===== config.mk =====
export PLATFORM = sky130hd
export DESIGN_NAME = fft_spi_arbiter
export DESIGN_NICKNAME = d
export VERILOG_FILES = /design/src/rtl/fft_spi_pkg.sv /design/src/rtl/fft_spi_rr_pick.sv /design/src/rtl/fft_spi_arbiter.sv
export SDC_FILE = /design/constraint.sdc
export NUM_CORES = 1
export LEC_CHECK = 0
export CAP_MARGIN = 20
export CORE_MARGIN = 4
export CORE_UTILIZATION = 41
export CTS_CLUSTER_SIZE = 8
export DETAILED_ROUTE_END_ITERATION = 10
export PLACE_DENSITY = 0.77
export SETUP_SLACK_MARGIN = 0.05
export SLEW_MARGIN = 10
export SYNTH_ARGS = -nofsm -noshare
export SYNTH_HDL_FRONTEND = slang
export SYNTH_SLANG_ARGS = --single-unit

===== constraint.sdc =====
create_clock -name i_clk -period 1.7 [get_ports i_clk]
set_input_delay 0.255 -clock i_clk [delete_from_list [all_inputs] [get_ports i_clk]]
set_output_delay 0.255 -clock i_clk [all_outputs]
set_load 0.005 [all_outputs]

===== src/rtl/fft_spi_pkg.sv =====
// Shared encodings for the FFT/debug SPI byte-link arbiter.
package fft_spi_pkg;

    typedef enum logic [2:0] {
        IDLE      = 3'd0,
        WAIT_BYTE = 3'd1,
        SEND      = 3'd2,
        GAP       = 3'd3,
        DRAIN     = 3'd4,
        HDR       = 3'd5
    } state_t;

    // Wide enough for the largest supported requester count (16).
    localparam int IDX_W = 4;

    // Header bytes carry their marker flag in the MSB of the byte.
    function automatic int hdr_flag_pos(input int byte_w);
        return byte_w - 1;
    endfunction

endpackage


===== src/rtl/fft_spi_rr_pick.sv =====
// Combinational round-robin picker: first request above the pointer, with wrap.
module fft_spi_rr_pick
    import fft_spi_pkg::*;
#(
    parameter int NUM_REQ = 2
) (
    input  logic [NUM_REQ-1:0] i_req,
    input  logic [IDX_W-1:0]   i_ptr,
    output logic [NUM_REQ-1:0] o_onehot,
    output logic [IDX_W-1:0]   o_idx,
    output logic               o_any
);

    logic w_found;

    always_comb begin
        o_onehot = '0;
        o_idx    = '0;
        w_found  = 1'b0;
        // Pass 0 scans indices above the pointer, pass 1 wraps to the rest.
        for (int pass = 0; pass < 2; pass++) begin
            for (int j = 0; j < NUM_REQ; j++) begin
                if (!w_found && i_req[j] && ((pass == 0) == (j > int'(i_ptr)))) begin
                    w_found     = 1'b1;
                    o_onehot[j] = 1'b1;
                    o_idx       = IDX_W'(j);
                end
            end
        end
    end

    assign o_any = |i_req;

endmodule


===== src/rtl/fft_spi_arbiter.sv =====
// Packet-locked round-robin sharing of one SPI byte transmitter.
// Define FFT_SPI_ARB_HDR_EN to prefix every packet with a {1, owner} header byte.
module fft_spi_arbiter
    import fft_spi_pkg::*;
#(
    parameter int NUM_REQ = 2,
    parameter int BYTE_W  = 8
) (
    input  logic                      i_clk,
    input  logic                      i_rst,
    input  logic [NUM_REQ-1:0]        i_req_valid,
    input  logic [NUM_REQ*BYTE_W-1:0] i_req_data,
    input  logic [NUM_REQ-1:0]        i_req_last,
    output logic [NUM_REQ-1:0]        o_req_ready,
    output logic [BYTE_W-1:0]         o_tx_byte,
    output logic                      o_tx_dv,
    input  logic                      i_tx_ready,
    output logic [NUM_REQ-1:0]        o_grant,
    output logic                      o_busy
);

    // state     | meaning
    // IDLE      | no owner; arbitrate among valid requesters
    // HDR       | wait for master ready, then load header byte
    // WAIT_BYTE | owner may hand over a byte while master is ready
    // SEND      | one-cycle tx_dv pulse
    // GAP       | master is still raising busy; ready ignored
    // DRAIN     | wait for master ready; release grant after last byte

    state_t              r_state;
    state_t              w_next_state;
    logic [NUM_REQ-1:0]  r_grant;
    logic [IDX_W-1:0]    r_owner;
    logic [IDX_W-1:0]    r_ptr;
    logic [BYTE_W-1:0]   r_tx_byte;
    logic                r_last;

    logic [NUM_REQ-1:0]  w_pick_onehot;
    logic [IDX_W-1:0]    w_pick_idx;
    logic                w_pick_any;
    logic                w_sel_valid;
    logic                w_sel_last;
    logic [BYTE_W-1:0]   w_sel_data;
    logic                w_xfer;
    logic                w_start;
    logic                w_release;

    fft_spi_rr_pick #(
        .NUM_REQ (NUM_REQ)
    ) u_pick (
        .i_req    (i_req_valid),
        .i_ptr    (r_ptr),
        .o_onehot (w_pick_onehot),
        .o_idx    (w_pick_idx),
        .o_any    (w_pick_any)
    );

    always_comb begin
        w_sel_valid = 1'b0;
        w_sel_last  = 1'b0;
        w_sel_data  = '0;
        for (int j = 0; j < NUM_REQ; j++) begin
            if (r_grant[j]) begin
                w_sel_valid = i_req_valid[j];
                w_sel_last  = i_req_last[j];
                w_sel_data  = i_req_data[j*BYTE_W +: BYTE_W];
            end
        end
    end

    assign w_xfer    = (r_state == WAIT_BYTE) && i_tx_ready && w_sel_valid;
    assign w_start   = (r_state == IDLE) && w_pick_any;
    assign w_release = (r_state == DRAIN) && i_tx_ready && r_last;

`ifdef FFT_SPI_ARB_HDR_EN
    localparam int HDR_FLAG = hdr_flag_pos(BYTE_W);
    logic [BYTE_W-1:0] w_hdr_byte;
    logic              w_hdr_load;

    always_comb begin
        w_hdr_byte           = BYTE_W'(r_owner);
        w_hdr_byte[HDR_FLAG] = 1'b1;
    end

    assign w_hdr_load = (r_state == HDR) && i_tx_ready;
`endif

    always_ff @(posedge i_clk) begin
        if (i_rst) begin
            r_state <= IDLE;
        end else begin
            r_state <= w_next_state;
        end
    end

    always_comb begin
        w_next_state = r_state;
        case (r_state)
            IDLE: begin
                if (w_pick_any) begin
`ifdef FFT_SPI_ARB_HDR_EN
                    w_next_state = HDR;
`else
                    w_next_state = WAIT_BYTE;
`endif
                end
            end
`ifdef FFT_SPI_ARB_HDR_EN
            HDR:       if (i_tx_ready) w_next_state = SEND;
`endif
            WAIT_BYTE: if (w_xfer) w_next_state = SEND;
            SEND:      w_next_state = GAP;
            GAP:       w_next_state = DRAIN;
            DRAIN: begin
                if (i_tx_ready) begin
                    w_next_state = r_last ? IDLE : WAIT_BYTE;
                end
            end
            default:   w_next_state = IDLE;
        endcase
    end

    always_ff @(posedge i_clk) begin
        if (i_rst) begin
            r_grant   <= '0;
            r_owner   <= '0;
            r_ptr     <= IDX_W'(NUM_REQ - 1);
            r_tx_byte <= '0;
            r_last    <= 1'b0;
        end else begin
            if (w_start) begin
                r_grant <= w_pick_onehot;
                r_owner <= w_pick_idx;
            end
            if (w_xfer) begin
                r_tx_byte <= w_sel_data;
                r_last    <= w_sel_last;
            end
`ifdef FFT_SPI_ARB_HDR_EN
            if (w_hdr_load) begin
                r_tx_byte <= w_hdr_byte;
                r_last    <= 1'b0;
            end
`endif
            // Pointer parks on the finished owner so it loses the next tie.
            if (w_release) begin
                r_grant <= '0;
                r_ptr   <= r_owner;
            end
        end
    end

    always_comb begin
        o_req_ready = '0;
        if (r_state == WAIT_BYTE) begin
            o_req_ready = r_grant & {NUM_REQ{i_tx_ready}};
        end
        o_tx_dv = (r_state == SEND);
        o_busy  = (r_state != IDLE);
    end

    assign o_tx_byte = r_tx_byte;
    assign o_grant   = r_grant;

endmodule


# After elaboration in Yosys (flattened, before gate mapping)
# Cells that the tools add are included.
# Widths: inputs -> output; s select.
[word_totals]
reg_bits = 22
inputBits = 23
output_inout_bits = 14
wordCells = 51
[op_classes]
bitwise = 2
n_reduce_logical = 16
n_eq_ne = 7
muxes = 19
order_cmp = 1
[ops]
columns = ["operator", "n"]
rows = [
  ["$mux 8", 2],
  ["$pmux 3 s5", 1],
  ["$mux 1", 10],
  ["$logic_and 1x1->1", 9],
  ["$mux 3", 3],
  ["$mux 4", 2],
  ["$eq 3x2->1 const B", 2],
  ["$ne 2x2->1 const B", 3],
  ["$gt 1x4->1 const A", 1],
  ["$reduce_or 2->1", 2],
  ["$eq 3x1->1 const B", 1],
  ["$eq 3x3->1 const B", 1],
  ["$logic_not 3->1", 1],
  ["$reduce_and 3->1", 1],
  ["$reduce_bool 3->1", 1],
  ["$and 2x2->2", 1],
  ["$logic_not 1->1", 2],
  ["$mux 2", 1],
  ["$not 1->1", 1],
]

# Logic depth before layout (Yosys ltp)
# Gate-level depths: netlist (run 1).
[depth]
ltp_word = 10
ltp_mapped = 5
ltp_nobuf = 3

# Cells and area by module
# Synthesis (run 1) repeated with hierarchy kept, for this count alone.
[unflattened]
cells_unflattened = 126
hier_area_um2 = 1176.1
[by_module_without_submodules]
columns = ["mod", "area_each_um2", "cells_each", "seq_area_each_um2", "n_inst"]
rows = [
  ["fft_spi_arbiter", 1107.3, 116, 440.4, 1],
  ["fft_spi_rr_pick", 68.8, 10, 0.0, 1],
]

# Worst setup path after synthesis (run 1)
# Ideal clock, no wire load.
[synth_path]
path_kind = "register -> register"
from = "reg r_state[2]"
to = "reg r_grant[1] (netlist: o_grant[1])"
t_required_ns = 1.621
arrival_time_ns = 1.268
synth_period_minus_slack_ns = 1.347
setup_slack_ns = 0.353
setup_ns = 0.079
n_path_buf = 1
stages_incl_launch_ff = 5
path_cell_list = "dfxtp_1 > buf_6 > or4b_4 > a21o_1 > a211oi_2"
[synth_via]
elab_chain_cells = 4
elab_cells_between_ends = 6
cone_classes = "1 x eq/ne; 5 x reduce/logical"
[synth_rtl]
columns = ["item", "line_no", "source"]
rows = [
  ["from (decl)", "fft_spi_arbiter.sv:30", "state_t r_state;"],
  ["from (signal assigned)", "fft_spi_arbiter.sv:92", "r_state <= w_next_state;"],
  ["$eq 3x3->1", "fft_spi_arbiter.sv:73", "assign w_release = (r_state == DRAIN) && i_tx_ready && r_last;"],
  ["$logic_and 1x1->1 (2 in a row)", "fft_spi_arbiter.sv:73", ""],
  ["$reduce_or 2->1 (no source line)", "--", ""],
  ["to (signal assigned)", "fft_spi_arbiter.sv:132", "r_grant <= w_pick_onehot;"],
  ["to (decl)", "fft_spi_arbiter.sv:32", "logic [NUM_REQ-1:0] r_grant;"],
]
# Parallel ways exist; a longest one is shown, timed or not.
# A chain may end at the register's enable or synchronous reset.

# Worst setup path after layout (run 1)
# Ends and elaborated chain as after synthesis.

==> results.json, run 1 <==
{
  "cap_violations": 0,
  "wl_per_cell_um": 14.46,
  "rsz0062_at_grt": "yes",
  "cts_hold_buf": 0,
  "yosys.cell_count.top_type": "dfxtp_1",
  "grt.overflow.total": 0,
  "slew_headroom": 0.7700,
  "areaGrowthSynthToFinish_pct": 61.01,
  "htreeDepth": 1,
  "max_freq_mhz": 619.2,
  "cts_tree": "built",
  "clock_skew_ps": 0.6347,
  "grt_max_degree": 11,
  "setup_slack_ps": 84.97,
  "antenna_found_initial": 0,
  "slowest_delay_ps": 540,
  "synth.top_cells.by_area": "dfxtp_1, a221oi_2, a21oi_1",
  "io_buffers": 36,
  "power_per_cell_area_nw_per_um2": 605.2,
  "synth_cell_type_count": 27,
  "crit_arrival_ps": 1840,
  "initial_core_util": 0.4412,
  "viasPerCell": 5.266,
  "num_vias": 932,
  "drt_iter0_drc": 23,
  "drtAntennaViolNets": 0,
  "clock_path_buffers": 2,
  "hold_viol": 0,
  "cts.sinks": 16,
  "synth_top_cell_area_share": 0.3590,
  "cp.required_ps": 1930,
  "clkTransAtPathRegs_ps": 100,
  "worstPathCellList": "buf_4, buf_4, or4b_4, a21o_1, a211oi_2",
  "multi_input_comb_area_um2": 496.7,
  "synth_area_um2": 892.1,
  "status": "finished clean",
  "io_pins": 37,
  "design_area_um2": 1436,
  "cp_slowest_cell": "or4b_4",
  "ys_seq_elements": 16,
  "holdPathStages": 1,
  "coreArea_um2": 2022,
  "grt_use_total": 0.1878,
  "post-route-period-util": 0.9500,
  "dr.pass1.iters": 4,
  "cp-start-kind": "register",
  "worst_hold_slack_ps": 462.3,
  "ys.flop_type": "dfxtp_1",
  "ir_worst_vdd_v": 0.0004984,
  "setup_viol": 0,
  "tightest_slew_ps": 343.9,
  "min_path_type": "reg2reg",
  "gp_congestion": 0.8494,
  "grt_pass1_vias": 893,
  "rr_worst_depth": 5,
  "place_ws_ps": -186.8,
  "cts-root-buf": "clkbuf_4",
  "placed_area_um2": 1353,
  "clk_latency_ps": 290,
  "row_count": 16,
  "avgSynthCellArea_um2": 8.661,
  "grt_pass1_wl_mm": 3.995,
  "cp_common_cell": "buf_4",
  "dieWidth_um": 54.65,
  "synth-edff-count": 0,
  "slew_violations": 0,
  "n_antenna_cell": 0,
  "post-route-drc-count": 0,
  "synth_nets": 126,
  "endpoint_kind": "register",
  "seqCellArea_um2": 329.1,
  "final_nets": 174,
  "die-area_um2": 2986,
  "ys_seq_area_frac": 0.3590,
  "yosysTopAreaCell": "dfxtp_1",
  "fp.dieH_um": 54.65,
  "critical_path_peak_fanout": 6,
  "drive_above_1_share": 0.2600,
  "fill_cells": 172,
  "synthArstFlopShare": 0,
  "wl_mm": 2.560,
  "synth_cells": 103,
  "synth_common_cells": "dfxtp_1, a21oi_1, inv_1",
  "period_needed_ps": 1615,
  "yosysWarnings": 0,
  "crit_type": "reg2reg",
  "cts_made_buffers": 3,
  "dpl.hpwl_mm": 1.850,
  "leakage_nw": 0.5233
}
[metal layers]
metal	vias to the layer above	global-route usage	wire length, um
met4	0	0.07884	32
met3	4	0.05177	197
met1	427	0.2085	1078
met2	36	0.3307	1252
li1	465	-	-
met5	-	0	0
[worst paths after layout]
path	end	slack, ps	start
max	o_grant[1]	80	r_state[2]
min	r_state[1]	460	r_state[2]
max reg2reg	o_grant[1]	80	r_state[2]
min reg2reg	r_state[1]	460	r_state[2]
[cell families (layout without fill, tap and decap cells)]
| family | after synthesis | count (layout) | synth area share |
|---|---|---|---|
| AND/OR/NAND/NOR | 25 | 25 | 0.1809 |
| flip-flops | 16 | 16 | 0.3590 |
| buffers and inverters | 22 | 69 | 0.1080 |
| AO/OA/AOI/OAI | 40 | 40 | 0.3520 |
[report_power, final]
| group | leakage [nW] | switching, W | internal [W] |
|---|---|---|---|
| logic | 0.370 | 0.0000855 | 0.000124 |
| registers | 0.132 | 0.0000127 | 0.000387 |
| clock network | 0.0210 | 0.000130 | 0.000131 |
| total | 0.523 | 0.000228 | 0.000641 |
[worst max-delay path: cells and delay by family, from the launching register on]
| family | cells | cell delay (ps) |
|---|---|---|
| AO/OA/AOI/OAI | 2 | 350 |
| buffers and inverters | 2 | 270 |
| flip-flops | 1 | 370 |
| AND/OR/NAND/NOR | 1 | 540 |
[sequential cells by signal, summed over array words and instances (netlist names)]
| name | count |
|---|---|
| o_tx_byte | 8 |
| o_grant | 2 |
| r_ptr | 1 |
| r_last | 1 |
| r_owner | 1 |
| r_state | 3 |
[cell type report]
cell class / instances / share of cell area
Tap cell: 27 / 0.02352
Sequential cell: 16 / 0.2291
Timing Repair Buffer: 53 / 0.3449
Inverter: 12 / 0.03136
Multi-Input combinational cell: 65 / 0.3458
Clock buffer: 4 / 0.02526
[repair_timing]
item,in CTS,in global routing
gates resized for setup,8,7
buffers inserted,2,1
endpoints found under the setup margin,4,2
pin swaps,1,1
[layout by cell type, fill, tap and decap left out, types with 3 or more instances in the layout]
master and instances:
a21oi_1 14, nand2_1 5, dlygate4sd2_1 3, clkbuf_4 3
clkdlybuf4s50_1 32, o21ai_0 10, inv_1 12, buf_4 15
a221oi_2 9, dfxtp_1 13, nor2b_1 4, nor2_1 3
[through the flow]
step                      std cells  total power (W)    util  setup TNS [ps]
final                           177        0.0008693  0.7104               0
after CTS                       176        0.0008735  0.7011               0
after global placement          170        0.0006083  0.6689          -397.1
after global routing            177        0.0009164  0.7104               0
after floorplan                 103        0.0004956       -               0
after detailed placement        170        0.0006118  0.6689          -689.6
Note: power is estimated with default switching activity, not from simulation.
==> inputs of run 2 (changes only) <==
Settings changed: PLACE_DENSITY 0.77 to unset, PLACE_DENSITY_LB_ADDON set to 0.08, SETUP_SLACK_MARGIN 0.05 to unset.
==> run 2 against run 1 <==
Compared with the run above: routed wire length shrank 5.0%; cell count shrank 1.1%; critical path type is now reg2out; sequential cell count is the same; sequential power is essentially flat; clock skew grew 5.1 ps; first-iteration DRC count shrank 26%; register-to-register slack gained 150 ps; worst hold slack is essentially flat; combinational power shrank 2%; non-clock buffer count shrank 2; utilization shrank 2.0 points; global-route usage shrank 0.44 points.
==> results.json, run 2 (synthesis gave the netlist of run 1 again) <==
{
  "hold_viol": 0,
  "worstPathCellList": "buf_4, or3_1, dlygate4sd2_1",
  "stdcell_count": 175,
  "cts_tree": "built",
  "max_freq_mhz": 615.4,
  "clock_path_buffers": 2,
  "design_area_um2": 1396,
  "placed_area_um2": 1340,
  "crit_type": "reg2out",
  "p_sw_frac": 0.2582,
  "final_cell_mix": "clkdlybuf4s50_1, buf_4, a21oi_1, dfxtp_1, inv_1",
  "antenna_found_initial": 0,
  "die-area_um2": 2986,
  "io_buffers": 36,
  "setup_viol": 0,
  "dr.pass1.iters": 4,
  "row_count": 16,
  "post-route-period-util": 0.9559,
  "rsz0062_at_grt": "no",
  "leakage_nw": 0.5090,
  "coreArea_um2": 2022,
  "io_pins": 37,
  "viasPerCell": 5.211,
  "post-route-drc-count": 0,
  "p_sw_w": 0.0002228,
  "critical_path_peak_fanout": 9,
  "clk_latency_ps": 290,
  "fp.dieH_um": 54.65,
  "fin_setup_tns_ps": 0,
  "status": "finished clean",
  "dpl.hpwl_mm": 1.757,
  "wl_mm": 2.432,
  "slowest_delay_ps": 330,
  "dieWidth_um": 54.65,
  "drtAntennaViolNets": 0,
  "grt_pass1_wl_mm": 4.015,
  "combPwrFrac": 0.237,
  "initial_core_util": 0.4412,
  "final_common_cell": "clkdlybuf4s50_1",
  "drive_above_1_share": 0.2297,
  "gp_congestion": 0.7633,
  "grt_max_degree": 11,
  "wl_per_cell_um": 13.90,
  "endpoint_kind": "primary output",
  "n_antenna_cell": 0,
  "cts-root-buf": "clkbuf_4",
  "slew_headroom": 0.7735,
  "period_needed_ps": 1625,
  "num_vias": 912,
  "path_buf_inv": 2,
  "fin_util": 0.6906,
  "clock_skew_ps": 5.698,
  "cp.required_ps": 1440,
  "areaGrowthSynthToFinish_pct": 56.52,
  "min_path_type": "reg2reg",
  "grt_pass1_vias": 967,
  "final_nets": 172,
  "clkTransAtPathRegs_ps": 100,
  "crit_arrival_ps": 1370,
  "htreeDepth": 1,
  "slew_violations": 0,
  "dp_cells": 170,
  "critPathTopFamily": "buffers and inverters",
  "tightest_slew_ps": 338.6,
  "cts.sinks": 16,
  "power_per_cell_area_nw_per_um2": 618.0,
  "cp-start-kind": "register",
  "drt_iter0_drc": 17,
  "clockPowerShare": 0.298,
  "cts_hold_buf": 0,
  "cap_violations": 0,
  "cts_made_buffers": 3,
  "pwr-share-seq": 0.465,
  "p_int_w": 0.0006401,
  "ir_worst_vdd_v": 0.0004653,
  "largest_register_ffs": 8,
  "grt.overflow.total": 0,
  "cp_slowest_cell": "dfxtp_1",
  "grt_use_total": 0.1834
}
[run 2: what timing repair did]
| item | in CTS | in global routing |
|---|---|---|
| hold endpoints to repair | 0 | 0 |
| setup endpoints to repair | 4 | 0 |
| setup buffers | 1 | 0 |
| gates resized for setup | 8 | 0 |
[run 2: worst paths after layout]
kind	to	slack [ps]	from	cells past startpoint
setup / recovery	o_busy	80	r_state[1]	3
hold / removal	r_owner[0]	460	r_owner[0]	2
setup reg to reg	o_grant[1]	230	r_state[2]	4
hold reg to reg	r_owner[0]	460	r_owner[0]	2
[run 2: worst reg2reg max path: cells and delay by family (launching register included)]
kind | cells | cell delay, ps
and+or+nand+nor | 1 | 540
buffers and inverters | 1 | 160
AOI/OAI and AO/OA | 2 | 360
DFF | 1 | 340
[run 2: power by group through the flow]
stage,registers (W),clock network (W),logic (W)
final,0.000401,0.000257,0.000205
after global routing,0.000403,0.000270,0.000222
after CTS,0.000401,0.000259,0.000204
after detailed placement,0.000408,0,0.000201
after global placement,0.000408,0,0.000198
after floorplan,0.000406,0,0.0000893
[run 2: metrics by stage]
step	worst slack (ps)	total power, W	hold slack, ps
4_1_cts	67.55	0.0008647	464.6
5_1_grt	10.55	0.0008956	481.3
3_3_place_gp	-192.4	0.0006062	442.3
6_report	75.00	0.0008629	462.3
3_5_place_dp	-202.2	0.0006093	450.3
2_1_floorplan	352.7	0.0004956	435.3
[run 2: area by class of cell]
cell class | instances | area (um^2)
inverter | 12 | 45.04
timing repair buffer | 51 | 466.7
sequential | 16 | 322.8
fill | 177 | 625.6
multi-input combinational | 65 | 491.7
tap | 27 | 33.78
clock buffer | 4 | 36.28
[run 2: layer usage]
layer / wire length (um) / vias to the layer above / part of all wire / track usage
met1: 1139 / 427 / 0.47 / 0.2286
met5: 0 / - / 0 / 0
met3: 135 / 4 / 0.056 / 0.03542
li1: - / 456 / - / -
met4: 25 / 0 / 0.010 / 0.08299
met2: 1132 / 25 / 0.47 / 0.3012
==> inputs of run 3 (changes only) <==
Settings changed: PLACE_DENSITY set to 0.83, PLACE_DENSITY_LB_ADDON 0.08 to unset, SKIP_LAST_GASP set to 1.
==> run 3 against run 2 <==
Compared with the run above: die area is the same; non-clock buffer count down 2; utilization increased by 0.25 points; critical path depth shrank 1; power shrank 0.81%; maximum frequency up 5.2%; first-iteration DRC count shrank 29%; via count up 1.8%; cell count shrank 1.1%; sequential power barely moved; clock power barely moved; critical path type unchanged; largest power group unchanged; highest routed layer is now met3.
==> results.json, run 3 (synthesis gave the netlist of run 1 again) <==
{
  "initial_core_util": 0.4412,
  "grt_max_degree": 11,
  "startpoint": "r_state[2]",
  "fill_cells": 169,
  "drtAntennaViolNets": 0,
  "drt_iter0_drc": 12,
  "grt_use_total": 0.1778,
  "placed_area_um2": 1325,
  "io_pins": 37,
  "clock_path_buffers": 2,
  "cp_slowest_cell": "dfxtp_4",
  "final_common_cell": "clkdlybuf4s50_1",
  "cts_made_buffers": 3,
  "grt.overflow.total": 0,
  "viasPerCell": 5.364,
  "wl_per_cell_um": 14.16,
  "fin_setup_tns_ps": 0,
  "met2_usage": 0.3150,
  "num_vias": 928,
  "design_area_um2": 1401,
  "cap_violations": 0,
  "antenna_found_initial": 0,
  "ir_worst_vdd_v": 0.0004890,
  "min_path_type": "reg2reg",
  "critPathTopFamily": "flip-flops",
  "crit_type": "reg2out",
  "cts_hold_buf": 0,
  "tightest_slew_ps": 518.8,
  "worstSetupPathDepth": 2,
  "post-route-period-util": 0.9091,
  "dieWidth_um": 54.65,
  "row_count": 16,
  "path_buf_inv": 1,
  "use_met1": 0.2204,
  "crit-reg2reg-launch": "r_state[2]",
  "n_antenna_cell": 0,
  "htreeDepth": 1,
  "worstPathCellList": "or3_1, dlygate4sd2_1",
  "power_per_cell_area_nw_per_um2": 610.8,
  "hold_viol": 0,
  "slowest_delay_ps": 380,
  "power_w": 0.0008559,
  "cts_tree": "built",
  "post-route-drc-count": 0,
  "critical_path_peak_fanout": 8,
  "slew_headroom": 0.6541,
  "setup_viol": 0,
  "max_freq_mhz": 647.1,
  "clkTransAtPathRegs_ps": 100,
  "dpl.hpwl_mm": 1.788,
  "io_buffers": 36,
  "grt_busiest_layer": "met2",
  "grt_pass1_wl_mm": 3.898,
  "cts-root-buf": "clkbuf_4",
  "period_needed_ps": 1545,
  "final_nets": 170,
  "use_met3": 0.03270,
  "rr_worst_depth": 4,
  "largest_register_ffs": 8,
  "drive_above_1_share": 0.2329,
  "place_ws_ps": -206.7,
  "cp-start-kind": "register",
  "worst_hold_slack_ps": 467.4,
  "final_cell_mix": "clkdlybuf4s50_1, a21oi_1, dfxtp_1, buf_4, inv_1",
  "status": "finished clean",
  "rsz0062_at_grt": "no",
  "reg2reg_to": "o_grant[1]",
  "areaGrowthSynthToFinish_pct": 57.08,
  "coreArea_um2": 2022,
  "clock_skew_ps": 1.409,
  "wl_mm": 2.450,
  "fp.dieH_um": 54.65,
  "holdPathStages": 2,
  "crit_arrival_ps": 1290,
  "die-area_um2": 2986,
  "gp_congestion": 0.8745,
  "setup_slack_ps": 154.6,
  "worstSetupEndpoint": "o_busy",
  "dr.pass1.iters": 6,
  "grt_pass1_vias": 870,
  "endpoint_kind": "primary output",
  "clk_latency_ps": 280,
  "leakage_nw": 0.5426,
  "slew_violations": 0,
  "cts.sinks": 16,
  "cp.required_ps": 1440,
  "r2r_slack_ps": 230
}
==> run 3: per-stage QoR <==
stage	instances	utilization
2_1_floorplan	103	-
3_3_place_gp	168	0.6553
3_5_place_dp	168	0.6553
4_1_cts	172	0.6832
5_1_grt	173	0.6931
6_report	173	0.6931
==> run 3: layer usage <==
layer	share of wire	vias up
met3	0.068	0
li1	-	453
met1	0.45	436
met2	0.49	39
met5	0	-
met4	0	0
==> run 3: what timing repair did <==
action	CTS	global route
pin swaps	1	1
buffers inserted	0	1
resized for setup	8	5
hold endpoints to repair	0	0
setup endpoints to repair	4	3
==> run 3: power by group <==
group          internal [W]  switching [W]
Sequential         0.000387      0.0000156
Clock              0.000130       0.000125
Combinational      0.000119      0.0000798
Total              0.000636       0.000220
==> run 3: area by class of cell <==
cell class | count | area, um^2 | share of cell area
multi-input combinational | 65 | 494.2 | 0.3527
timing repair buffer | 49 | 462.9 | 0.3304
sequential | 16 | 329.1 | 0.2348
inverter | 12 | 45.04 | 0.03214
clock buffer | 4 | 36.28 | 0.02589
tap | 27 | 33.78 | 0.02411
==> run 3: how the worst min path moves through the flow <==
| stage | end | start |
|---|---|---|
| 2_1_floorplan | r_ptr[0] | r_owner[0] |
| 3_3_place_gp | r_ptr[0] | r_owner[0] |
| 3_5_place_dp | o_tx_byte[6] | o_tx_byte[6] |
| 4_1_cts | o_tx_byte[6] | o_tx_byte[6] |
| 5_1_grt | o_tx_byte[3] | o_tx_byte[3] |
| 6_report | o_tx_byte[6] | o_tx_byte[6] |
==> run 3: tightest hold or removal path: cells and delay by family (launching register included) <==
kind,cells,cell delay [ps]
DFF,1,320
buffers and inverters,1,60
AOI/OAI and AO/OA,1,50
==> variant (config.mk and constraints of run 1) <==
Change the parameter `BYTE_W` from 8 to 10.
--- a/src/rtl/fft_spi_arbiter.sv
+++ b/src/rtl/fft_spi_arbiter.sv
@@ -6,3 +6,3 @@
     parameter int NUM_REQ = 2,
-    parameter int BYTE_W  = 8
+    parameter int BYTE_W  = 10
 ) (
Interface: changed (resized i_req_data and o_tx_byte); port bits go from 37 to 43. No check against the original RTL was run, so the function may have changed too.
==> variant against run 1 <==
- wire length up 6.1%
- synthesized area increased by 11%
- fmax down 0.10%
- sequential power rose by 13%
- design area rose by 6.7%
- total power up 6.4%
- sequential cell count is 2 higher
- clock skew rose by 0.0013 ns
- count of clock-buffer cells in the layout is the same
- setup slack lost 0.0017 ns
- highest routed layer unchanged
==> variant: results (changes against run 1) <==
GR Util All Layers=17.66% (-1.1 points); share of cells above drive strength 1=17.61% (-8.4 points); DR vias=1050 (+13%); Inserted Clock Buffers=3 (unchanged); Area contributors post-synth=dfxtp_1, a221oi_1, nand3b_1; worst hold path type=flip-flop to flip-flop; Pre-antenna DRT Iters=4 (unchanged); root buf cell=clkbuf_4; status=completed; final wirelength=2716 um (+6.1%); static leakage=0.5525 nW (+5.6%); Clock Skew=0.001904 ns (+0.001270 ns); Initial DRC Count=27 (+17%); Reg clk slew, reported paths=0.10 ns (about the same); # diodes=0 (unchanged); htree depth=1 (unchanged); CTS Buffer Depth=2 (unchanged); Ys Warns=0 (unchanged); initial antenna violation count=0 (unchanged); synth unique cells=34 (+26%); Rel. slew slack=82.59% (+5.6 points); synth cell count leaders=dfxtp_1, inv_1, a221oi_1; HPWL after detailed placement=2051 um (+11%); first-pass GRT wire length=4643 um (+16%); largest net degree at the start of global routing=20 (+9); Initial Util=43.95% (-0.17 points); # nets final=187 (+7.5%); worst-path fanout max=6 (unchanged); fillers=205 (+19%); max reg flops=10 (+2); vias in the first global route=1022 (+14%); Seq/Total Area, Yosys=36.36% (+0.46 points); input/output buffers=42 (+17%); post-placement setup slack=-0.1986 ns (-0.01183 ns); worst vdd ir=0.0003989 V (-20%); Syn Nets=138 (+9.5%); GPL Wtd Cong=0.8427 (-0.79%)
==> variant: path summary, 6_finish.rpt <==
check | start | to | slack [ns] | depth (start not counted)
worst min-delay path | r_state[2]$_SDFFE_PP0P_ | r_state[1]$_SDFFE_PP0P_ | 0.47 | 1
worst min register to register | r_state[2]$_SDFFE_PP0P_ | r_state[1]$_SDFFE_PP0P_ | 0.47 | 1
worst max register to register | r_state[2]$_SDFFE_PP0P_ | o_grant[1]$_SDFFE_PP0P_ | 0.08 | 5
worst max-delay path | r_state[2]$_SDFFE_PP0P_ | o_grant[1]$_SDFFE_PP0P_ | 0.08 | 5
==> variant: worst max-delay path, stage by stage, from the launching register on <==
cell and delay (ns):
dfxtp_2 0.35, buf_4 0.14, buf_4 0.14, or4b_4 0.53, a21o_1 0.19, a211oi_2 0.18
==> variant: layer usage <==
layer	vias up	share of wire [%]	GRT usage [%]
li1	513	-	-
met1	496	46	22.68
met2	35	47	28.71
met3	6	6.2	4.525
met4	0	1.5	5.960
met5	-	0	0
==> variant: cells by family after synthesis <==
kind of cell	share of synthesized area (%)
flip-flops	36.36
AO/OA/AOI/OAI	29.42
buffers and inverters	11.24
AND/OR/NAND/NOR	22.98
==> variant: layout make-up <==
class	count	area, um^2	share of cell area [%]
inverters	13	48.80	3.184
clock buffers	4	36.28	2.367
multi-input cells	68	524.3	34.20
flip-flops and latches	18	364.1	23.76
well taps	28	35.03	2.286
repair buffers	56	524.3	34.20
==> variant: report_power, final <==
group	internal, mW	switching [mW]
Combinational	0.131	0.0792
Clock	0.130	0.133
Sequential	0.438	0.0142
Total	0.699	0.226
==> variant: timing repair <==
action | CTS | global route
resized for setup | 7 | 4
buffers inserted | 1 | 0
endpoints found under the setup margin | 4 | 3
pin swaps | 1 | 1
==> variant: per-stage QoR <==
step | setup TNS, ns | utilization (%) | area (um^2) | instances
floorplan | 0 | - | 991.0 | 111
global placement | -0.4740 | 65.70 | 1481 | 182
detailed placement | -0.7138 | 65.70 | 1481 | 182
CTS | 0 | 67.59 | 1524 | 187
global route | 0 | 67.98 | 1533 | 187
finish | 0 | 67.98 | 1533 | 187
